<file path="src/rtl/enc3b4b_stage_pkg.sv">
// Shared 8b/10b encoder package: code-table constants and small helpers.
// This package holds the 3b/4b sub-block tables for data (D.x.y) and control (K.x.y)
// symbols, for both running-disparity columns. The 5b/6b tables use the same package.
//   nib_t           4-bit encoded sub-block, bit3 = f (transmitted first), bit0 = j
//   cls_t           {S,K,HGF} word from the 3B/4B classification stage
//   nib_unbalanced  1 when a nibble has weight 1 or 3, so running disparity flips
package enc3b4b_stage_pkg;

  typedef logic [3:0] nib_t;

  typedef struct packed {
    logic       s;    // use the alternate D.x.7 (A7) encoding
    logic       k;    // control symbol
    logic [2:0] hgf;  // 3-bit sub-block value y of D.x.y / K.x.y
  } cls_t;

  // Data codes, indexed by HGF. RDN is used when rd6 is negative, RDP when it is positive.
  localparam nib_t D34_RDN [0:7] = '{4'b1011, 4'b1001, 4'b0101, 4'b1100,
                                     4'b1101, 4'b1010, 4'b0110, 4'b1110};
  localparam nib_t D34_RDP [0:7] = '{4'b0100, 4'b1001, 4'b0101, 4'b0011,
                                     4'b0010, 4'b1010, 4'b0110, 4'b0001};
  // Alternate D.x.7 codes. They avoid a run of five equal bits across the sub-block boundary.
  localparam nib_t D34_ALT_RDN = 4'b0111;
  localparam nib_t D34_ALT_RDP = 4'b1000;

  // Control codes, indexed by HGF. S has no effect on these codes.
  localparam nib_t K34_RDN [0:7] = '{4'b1011, 4'b0110, 4'b1010, 4'b1100,
                                     4'b1101, 4'b0101, 4'b1001, 4'b0111};
  localparam nib_t K34_RDP [0:7] = '{4'b0100, 4'b1001, 4'b0101, 4'b0011,
                                     4'b0010, 4'b1010, 4'b0110, 4'b1000};

  // Odd parity of a nibble means its weight is 1 or 3. That is the unbalanced case.
  function automatic logic nib_unbalanced(input nib_t n);
    return ^n;
  endfunction

endpackage

</file>
<file path="src/rtl/enc3b4b_stage_if.sv">
// Handshake bundle for the 3b/4b encoder stage.
//   in side : in_valid, in_ready, data_buffer {S,K,H,G,F}, rd6_in
//   out side: out_valid, out_ready, fghj, rd_out
//   slave   = the encoder stage; master = upstream source plus downstream sink
interface enc3b4b_stage_if;
  logic       in_valid;
  logic       in_ready;
  logic [4:0] data_buffer;
  logic       rd6_in;
  logic       out_valid;
  logic       out_ready;
  logic [3:0] fghj;
  logic       rd_out;

  modport slave (
    input  in_valid, data_buffer, rd6_in, out_ready,
    output in_ready, out_valid, fghj, rd_out
  );

  modport master (
    output in_valid, data_buffer, rd6_in, out_ready,
    input  in_ready, out_valid, fghj, rd_out
  );
endinterface

</file>
<file path="src/rtl/enc3b4b_lut.sv">
// Combinational 3b/4b lookup.
//   s, k, hgf : classified symbol fields
//   rd6       : running disparity after the 6b sub-block (1 = positive)
//   fghj      : selected 4b code
//   flip      : 1 when fghj is unbalanced, so the running disparity inverts
module enc3b4b_lut
  import enc3b4b_stage_pkg::*;
(
  input  logic       s,
  input  logic       k,
  input  logic [2:0] hgf,
  input  logic       rd6,
  output logic [3:0] fghj,
  output logic       flip
);

  nib_t code_s;

  // Select the code: control table, then alternate D.x.7, otherwise the primary data table.
  always_comb begin
    code_s = 4'b0000;
    if (k) begin
      code_s = rd6 ? K34_RDP[hgf] : K34_RDN[hgf];
    end else if (s && (hgf == 3'd7)) begin
      code_s = rd6 ? D34_ALT_RDP : D34_ALT_RDN;
    end else begin
      code_s = rd6 ? D34_RDP[hgf] : D34_RDN[hgf];
    end
  end

  assign fghj = code_s;
  assign flip = nib_unbalanced(code_s);

endmodule

</file>
<file path="src/rtl/enc3b4b_stage.sv">
// 3b/4b encoder pipeline stage with a one-entry output register and a transfer counter.
//   clk     : rising-edge clock
//   reset   : asynchronous, active-low reset
//   bus     : handshake bundle (slave side); in_ready = ~out_valid | out_ready
//   sym_cnt : number of nibbles accepted since reset (wraps)
// The stage encodes only from the incoming rd6_in. It never feeds back its own rd_out.
module enc3b4b_stage
  import enc3b4b_stage_pkg::*;
(
  input  logic                  clk,
  input  logic                  reset,
  enc3b4b_stage_if.slave        bus,
  output logic [15:0]           sym_cnt
);

  cls_t       cls_s;
  logic [3:0] lut_fghj_s;
  logic       lut_flip_s;
  logic       xfer_s;

  logic       out_valid_r;
  logic [3:0] fghj_r;
  logic       rd_out_r;
  logic [15:0] sym_cnt_r;

  assign cls_s  = cls_t'(bus.data_buffer);
  // The stage can accept a symbol when the holding register is empty or is draining this cycle.
  assign bus.in_ready = ~out_valid_r | bus.out_ready;
  assign xfer_s       = bus.in_valid & bus.in_ready;

  enc3b4b_lut u_lut (
    .s    (cls_s.s),
    .k    (cls_s.k),
    .hgf  (cls_s.hgf),
    .rd6  (bus.rd6_in),
    .fghj (lut_fghj_s),
    .flip (lut_flip_s)
  );

  // Output holding register and counter. Load on transfer, clear valid on drain, otherwise hold.
  always_ff @(posedge clk or negedge reset) begin
    if (!reset) begin
      out_valid_r <= 1'b0;
      fghj_r      <= 4'b0000;
      rd_out_r    <= 1'b0;
      sym_cnt_r   <= 16'h0000;
    end else if (xfer_s) begin
      out_valid_r <= 1'b1;
      fghj_r      <= lut_fghj_s;
      rd_out_r    <= bus.rd6_in ^ lut_flip_s;
      sym_cnt_r   <= sym_cnt_r + 16'd1;
    end else if (bus.out_ready) begin
      out_valid_r <= 1'b0;
    end else begin
      out_valid_r <= out_valid_r;
    end
  end

  assign bus.out_valid = out_valid_r;
  assign bus.fghj      = fghj_r;
  assign bus.rd_out    = rd_out_r;
  assign sym_cnt       = sym_cnt_r;

endmodule

</file>
<file path="src/flat_wrapper.sv">
// flat-port wrapper written by rule: the top's interface ports become plain ports
module enc3b4b_stage_flat import enc3b4b_stage_pkg::*;
  (clk, reset, sym_cnt, bus_in_valid, bus_data_buffer, bus_rd6_in, bus_out_ready, bus_in_ready, bus_out_valid, bus_fghj, bus_rd_out);
  enc3b4b_stage_if bus_i ();
  input  logic clk;
  input  logic reset;
  output logic [15:0] sym_cnt;
  input wire logic [$bits(bus_i.in_valid)-1:0] bus_in_valid;
  input wire logic [$bits(bus_i.data_buffer)-1:0] bus_data_buffer;
  input wire logic [$bits(bus_i.rd6_in)-1:0] bus_rd6_in;
  input wire logic [$bits(bus_i.out_ready)-1:0] bus_out_ready;
  output wire logic [$bits(bus_i.in_ready)-1:0] bus_in_ready;
  output wire logic [$bits(bus_i.out_valid)-1:0] bus_out_valid;
  output wire logic [$bits(bus_i.fghj)-1:0] bus_fghj;
  output wire logic [$bits(bus_i.rd_out)-1:0] bus_rd_out;
  assign bus_i.in_valid = bus_in_valid;
  assign bus_i.data_buffer = bus_data_buffer;
  assign bus_i.rd6_in = bus_rd6_in;
  assign bus_i.out_ready = bus_out_ready;
  assign bus_in_ready = bus_i.in_ready;
  assign bus_out_valid = bus_i.out_valid;
  assign bus_fghj = bus_i.fghj;
  assign bus_rd_out = bus_i.rd_out;
  enc3b4b_stage u_core (.clk(clk), .reset(reset), .bus(bus_i), .sym_cnt(sym_cnt));
endmodule
</file>
<file path="config.mk">
export PLATFORM = sky130hd
export DESIGN_NAME = enc3b4b_stage_flat
export DESIGN_NICKNAME = d
export VERILOG_FILES = /design/src/rtl/enc3b4b_stage_pkg.sv /design/src/rtl/enc3b4b_stage_if.sv /design/src/rtl/enc3b4b_lut.sv /design/src/rtl/enc3b4b_stage.sv /design/src/flat_wrapper.sv
export SDC_FILE = /design/constraint.sdc
export NUM_CORES = 1
export LEC_CHECK = 0
export ABC_AREA = 1
export BUFFER_PORTS_ARGS = -buffer_cell sky130_fd_sc_hd__buf_2
export CORE_MARGIN = 2
export CORE_UTILIZATION = 30
export DETAILED_ROUTE_END_ITERATION = 6
export GPL_TIMING_DRIVEN = 0
export PLACE_DENSITY = 0.5
export SLEW_MARGIN = 10
export SYNTH_ARGS = -nofsm -noshare
export SYNTH_HDL_FRONTEND = slang
export SYNTH_SLANG_ARGS = --single-unit
</file>
<file path="constraint.sdc">
create_clock -name clk -period 3.4 [get_ports clk]
set_clock_uncertainty 0.1 [all_clocks]
set_input_delay 0.34 -clock clk [delete_from_list [all_inputs] [get_ports clk]]
set_output_delay 0.34 -clock clk [all_outputs]
set_load 0.01 [all_outputs]
</file>
==> impl_metrics.env, run 1 <==
export IMPL_synth_warnings=0
export IMPL_drc=0
export IMPL_cts_buffer_depth=2
export IMPL_ys_async_sr_fraction_pct=100.0
export IMPL_crit_type="reg2reg"
export IMPL_drt_iter0_drc=49
export IMPL_slew_violations=0
export IMPL_reg2reg_from="u_core.bus.out_valid"
export IMPL_combPwrFrac_pct=33.4
export IMPL_die_area_um2=4845
export IMPL_grt_max_degree=23
export IMPL_period_needed_ns=1.862
export IMPL_core_area_um2=4058
export IMPL_yosysSeqAreaShare_pct=42.64
export IMPL_grt_pass1_vias=1032
export IMPL_ys_ff_latch=22
export IMPL_startpoint_type="register"
export IMPL_finalCritPeriodShare_pct=54.78
export IMPL_relSlewSlack_pct=67.20
export IMPL_vias_per_cell=4.560
export IMPL_worst_ir_drop_vdd_mv=0.2167
export IMPL_worstPathCellList="a21oi_4, nand2_4, nor3_4, nand2_2, nor2_4, nand2_2, nor2_4, nand2_2, xnor2_2"
export IMPL_critPathCaptureType="register"
export IMPL_num_vias=1108
export IMPL_syn_cell_area_um2=1291
export IMPL_max_cap_violations=0
export IMPL_crit_family="simple AND/OR/NAND/NOR gates"
export IMPL_cp_common_cell="nand2_2"
export IMPL_hold_violations=0
export IMPL_root_buffer="clkbuf_8"
export IMPL_leakage_uw=0.0008662
export IMPL_path_buf_inv=0
export IMPL_final_cell_area_um2=1555
export IMPL_diodes=0
export IMPL_finalSetupTns_ns=0
export IMPL_clkSlewWorstSetupHoldPaths_ns=0.08
export IMPL_hp_class="in2reg"
export IMPL_arrival_ns=1.91
export IMPL_port_buffers=30
export IMPL_critPathSlowestCell="dfrtp_1"
export IMPL_cts_sinks=22
export IMPL_synth_nets=170
export IMPL_path_max_fanout=9
export IMPL_synth_area_per_cell_um2=8.121
export IMPL_p_int_uw=500.9
export IMPL_io_pins=33
export IMPL_r2r_end="u_core.sym_cnt[12]"
export IMPL_r2r_setup_slack_ns=1.54
export IMPL_antenna_found_initial=0
export IMPL_layout_setup_ws_ns=1.538
export IMPL_drt_total_wl_mm=2.603
export IMPL_fillers=420
export IMPL_wl_per_cell_um=10.71
export IMPL_ys_types=24
export IMPL_status="complete, no violations"
export IMPL_worstPathRequired_ns=3.44
export IMPL_start_util_pct=31.82
export IMPL_antenna_left=0
export IMPL_ys_flop_type="dfrtp_1"
export IMPL_power_switching_uw=291.7
export IMPL_clock_latency_ns=0.26
export IMPL_rsz0062_at_grt="false"
export IMPL_dieWidth_um=69.61
export IMPL_cellPowerDensity_nw_per_um2=509.6
export IMPL_dr_pass1_iters=4
export IMPL_cts_setup_buffers=0
export IMPL_grt_pass1_wl_mm=4.616
export IMPL_cpPeakStageDelay_ns=0.42
export IMPL_grt_usage_pct=11.32
export IMPL_worst_path_stages=9
export IMPL_ctsHoldBuffers=1
export IMPL_whs_endpoint="u_core.bus.out_valid"
export IMPL_cts_tree="yes"
export IMPL_hold_depth=3
export IMPL_sw_frac_of_total_pct=36.80
export IMPL_area_delta_synth_final_pct=20.45
export IMPL_cts_resized=0
export IMPL_dp_hpwl_mm=2.059
export IMPL_reg2reg_depth=9
export IMPL_cts_max_level=1
export IMPL_pre_cts_ws_ns=1.492
export IMPL_hold_start="bus_in_valid"
export IMPL_clock_fmax_mhz=536.9
export IMPL_cts_made_buffers=3
export IMPL_p_seq_share_pct=46.6
export IMPL_synth_edf_count=0
export IMPL_postPlaceCellArea_um2=1504
export IMPL_final_nets=206
export IMPL_die_y_um=69.61
export IMPL_grt_ovfl_total=0
export IMPL_fp_row_count=23
export IMPL_tightest_slew_ns=0.4919
export IMPL_finalSetupViolations=0
export IMPL_gp_congestion=0.7797
export IMPL_final_core_util_pct=38.33
export IMPL_drive_gt1_share_pct=28.50
export IMPL_synth_cells=159
export IMPL_clockPowerShare_pct=20.0
-- layer usage --
metal / track usage [%] / vias to the layer above / part of all wire (%)
met5: 0 / - / 0
met4: 1.307 / 0 / 0.23
met3: 3.198 / 2 / 5.6
met2: 19.02 / 33 / 46
met1: 14.93 / 505 / 48
li1: - / 568 / -
-- cells in the final DEF (no fill, tap or decap) --
cell,Yosys,final
nand2_1,52,52
buf_2,2,32
dfrtp_1,22,22
nand3_1,17,17
inv_1,15,15
xor2_1,9,9
nor2_1,6,6
nand2_2,6,6
o21ai_0,5,5
inv_2,4,4
xnor2_1,3,3
clkbuf_8,0,3
a31oi_1,2,2
nand4_1,2,2
a21oi_1,2,2
nor2_4,2,2
xnor2_2,2,2
o21ai_1,1,1
a21oi_4,1,1
nand2_4,1,1
nor3_4,1,1
nor4_4,1,1
nor3_2,1,1
nor2_2,1,1
ha_1,1,1
dlygate4sd3_1,0,1
-- area by class of cell --
type	instances	area (µm²)	share of cell area [%]
buffer	2	10.01	0.6436
clock buffer	3	41.29	2.655
inverter	19	71.32	4.586
multi-input combinational	116	659.4	42.40
sequential	22	550.5	35.40
tap	50	62.56	4.023
timing repair buffer	31	160.2	10.30
-- power by group through the flow --
stage / Combinational, µW / Sequential [µW] / Clock (µW)
floorplan: 147 / 398 / 0
global placement: 264 / 374 / 0
detailed placement: 268 / 376 / 0
CTS: 270 / 371 / 169
global route: 297 / 384 / 179
finish: 265 / 369 / 158
-- worst max-delay path by stage --
| stage | from | end | slack, ns |
|---|---|---|---|
| after floorplan | u_core.bus.out_valid | u_core.sym_cnt[12] | 1.65 |
| after global placement | bus_in_valid | u_core.sym_cnt[14] | 1.51 |
| after detailed placement | bus_out_ready | u_core.sym_cnt[12] | 1.49 |
| after CTS | u_core.bus.out_valid | u_core.sym_cnt[12] | 1.50 |
| after global routing | u_core.bus.out_valid | u_core.sym_cnt[15] | 1.41 |
| final | u_core.bus.out_valid | u_core.sym_cnt[12] | 1.54 |
-- synth_stat cells (3+ instances only) --
cell type / instances / share of area, %
o21ai_0: 5 / 1.9
inv_1: 15 / 4.4
xnor2_1: 3 / 2.0
nand3_1: 17 / 6.6
nand2_1: 52 / 15
nor2_1: 6 / 1.7
inv_2: 4 / 1.2
dfrtp_1: 22 / 43
xor2_1: 9 / 6.1
nand2_2: 6 / 2.9
-- registers in the layout, summed over array words and instances (netlist names) --
name / flops
u_core.bus.rd_out: 1
u_core.sym_cnt: 16
u_core.bus.fghj: 4
u_core.bus.out_valid: 1
-- logic make-up after synthesis --
family          after synthesis  synth area share (%)
fa+ha+maj                     1                0.9688
simple gates                 90                 34.11
flops                        22                 42.64
xor+xnor                     14                 10.66
buf+inv                      21                 6.298
compound gates               11                 5.329
-- per-stage QoR --
stage / power, µW / instances / hold WS [ns]
final: 792.6 / 243 / 0.2101
after global routing: 860.1 / 243 / 0.2083
after CTS: 809.7 / 243 / 0.2019
after detailed placement: 643.5 / 239 / 0.2426
after global placement: 637.2 / 239 / 0.2336
after floorplan: 544.7 / 159 / -0.05559
-- worst register-to-register path: stages (launching register included) --
cell	delay [ns]
dfrtp_1	0.42
a21oi_4	0.33
nand2_4	0.10
nor3_4	0.16
nand2_2	0.10
nor2_4	0.13
nand2_2	0.08
nor2_4	0.12
nand2_2	0.07
xnor2_2	0.13
Note: power is estimated with default switching activity, not from simulation.
==> inputs of run 2 (changes only) <==
--- a/config.mk
+++ b/config.mk
@@ -11,7 +11,7 @@
 export CORE_UTILIZATION = 30
 export DETAILED_ROUTE_END_ITERATION = 6
 export GPL_TIMING_DRIVEN = 0
-export PLACE_DENSITY = 0.5
+export PLACE_DENSITY = 0.52
 export SLEW_MARGIN = 10
 export SYNTH_ARGS = -nofsm -noshare
 export SYNTH_HDL_FRONTEND = slang
==> constraint.sdc (replaced) <==
create_clock -name clk -period 1.7 [get_ports clk]
set_clock_uncertainty 0.1 [all_clocks]
set_input_delay 0.17 -clock clk [delete_from_list [all_inputs] [get_ports clk]]
set_output_delay 0.17 -clock clk [all_outputs]
set_load 0.01 [all_outputs]
==> impl_metrics.env, run 2 (same netlist as run 1, synthesis figures left out) <==
export IMPL_status="complete, no violations"
export IMPL_relSlewSlack_pct=66.72
export IMPL_die_area_um2=4845
export IMPL_start_util_pct=31.82
export IMPL_drc=0
export IMPL_worstPathRequired_ns=1.76
export IMPL_arrival_ns=1.72
export IMPL_drive_gt1_share_pct=32.84
export IMPL_die_y_um=69.61
export IMPL_cts_tree="yes"
export IMPL_power_switching_uw=617.2
export IMPL_finalCritPeriodShare_pct=97.23
export IMPL_wl_per_cell_um=10.20
export IMPL_grt_ovfl_total=0
export IMPL_gp_congestion=0.7693
export IMPL_clockPowerShare_pct=27.5
export IMPL_drt_iter0_drc=27
export IMPL_worst_ir_drop_vdd_mv=0.4175
export IMPL_hold_violations=0
export IMPL_drt_total_wl_mm=2.591
export IMPL_finalSetupViolations=0
export IMPL_root_buffer="clkbuf_8"
export IMPL_grt_pass1_wl_mm=4.388
export IMPL_antenna_left=0
export IMPL_hp_class="in2reg"
export IMPL_io_pins=33
export IMPL_cts_buffer_depth=2
export IMPL_fillers=421
export IMPL_sw_frac_of_total_pct=33.96
export IMPL_grt_max_degree=23
export IMPL_vias_per_cell=4.331
export IMPL_core_area_um2=4058
export IMPL_antenna_found_initial=0
export IMPL_pre_cts_ws_ns=-0.1495
export IMPL_cts_sinks=22
export IMPL_layout_commonest_cell="nand2_1"
export IMPL_clock_fmax_mhz=605.0
export IMPL_leakage_uw=0.0009284
export IMPL_critPathCaptureType="register"
export IMPL_fp_row_count=23
export IMPL_area_delta_synth_final_pct=29.17
export IMPL_cellPowerDensity_nw_per_um2=1090
export IMPL_combPwrFrac_pct=31.9
export IMPL_multi_input_area_um2=666.9
export IMPL_dieWidth_um=69.61
export IMPL_slew_violations=0
export IMPL_clock_latency_ns=0.27
export IMPL_final_cell_mix="nand2_1 (52), buf_2 (32), dfrtp_1 (22)"
export IMPL_num_vias=1100
export IMPL_max_cap_violations=0
export IMPL_tightest_slew_ns=0.4993
export IMPL_layout_setup_ws_ns=0.04710
export IMPL_diodes=0
export IMPL_largest_reg_flops=16
export IMPL_p_int_uw=1200
export IMPL_grt_usage_pct=11.11
export IMPL_period_needed_ns=1.653
export IMPL_final_seq_area_um2=550.5
export IMPL_p_seq_share_pct=40.6
export IMPL_clkSlewWorstSetupHoldPaths_ns=0.09
export IMPL_crit_type="reg2reg"
export IMPL_startpoint_type="register"
export IMPL_port_buffers=30
export IMPL_grt_pass1_vias=1010
export IMPL_dp_hpwl_mm=1.911
export IMPL_cts_max_level=1
export IMPL_rsz0062_at_grt="true"
export IMPL_dp_cells=239
export IMPL_fin_cells=254
export IMPL_path_max_fanout=3
export IMPL_cts_made_buffers=3
export IMPL_dr_pass1_iters=4
export IMPL_final_nets=216
-- run 2: timing repair --
item	CTS	global route
endpoints found under the hold margin	22	0
pin swaps	4	6
buffers inserted	8	2
resized for setup	0	2
hold buffers	1	0
endpoints found under the setup margin	5	4
-- run 2: final timing paths --
path                       cells after the start              endpoint                  from  slack, ns
setup reg to reg                               8    u_core.sym_cnt[15]  u_core.bus.out_valid       0.05
hold / removal                                 3  u_core.bus.out_valid          bus_in_valid       0.04
setup / recovery                               8    u_core.sym_cnt[15]  u_core.bus.out_valid       0.05
min in group asynchronous                      2     u_core.sym_cnt[7]                 reset       0.29
max in group asynchronous                      2    u_core.bus.fghj[3]                 reset       0.86
hold reg to reg                                1    u_core.sym_cnt[15]    u_core.sym_cnt[15]       0.38
-- run 2: through the flow --
stage	utilization, %	hold slack, ns	TNS [ns]	power, µW	instance area (µm²)
after detailed placement	37.06	0.07724	-0.4032	1284	1504
after CTS	40.55	0.03064	-0.06703	1824	1645
final	41.10	0.03640	0	1817	1668
after floorplan	-	-0.2256	-0.06083	1089	1291
after global routing	41.10	0.06632	-0.1408	1957	1668
after global placement	37.06	0.07039	-0.3831	1280	1504
-- run 2: layer usage --
metal  wire length, µm  vias to the layer above  global-route usage [%]
li1                  -                      590                       -
met1              1260                      486                   15.30
met2              1195                       22                   17.09
met3               107                        2                   2.035
met4                27                        0                   4.575
met5                 0                        -                       0
-- run 2: worst max-delay path: stages, from the launching register on --
cell     delay [ns]
dfrtp_1        0.41
a21oi_4        0.18
buf_4          0.15
nand2_2        0.07
nor4_4         0.17
nand2_2        0.14
nor2_4         0.12
nand3_1        0.09
xnor2_1        0.13
-- run 2: cell type report --
class / instances / area share [%]
plain buffers: 2 / 0.6001
clock buffers: 3 / 2.476
clock inverters: 1 / 1.800
inverters: 19 / 4.276
multi-input cells: 116 / 39.99
flip-flops and latches: 22 / 33.01
well taps: 50 / 3.751
repair buffers: 41 / 14.10
-- run 2: power groups by stage --
stage | logic (µW) | registers [µW] | clock network (µW)
after floorplan | 294 | 795 | 0
after global placement | 528 | 752 | 0
after detailed placement | 531 | 753 | 0
after CTS | 568 | 740 | 516
after global routing | 656 | 762 | 540
final | 579 | 738 | 500
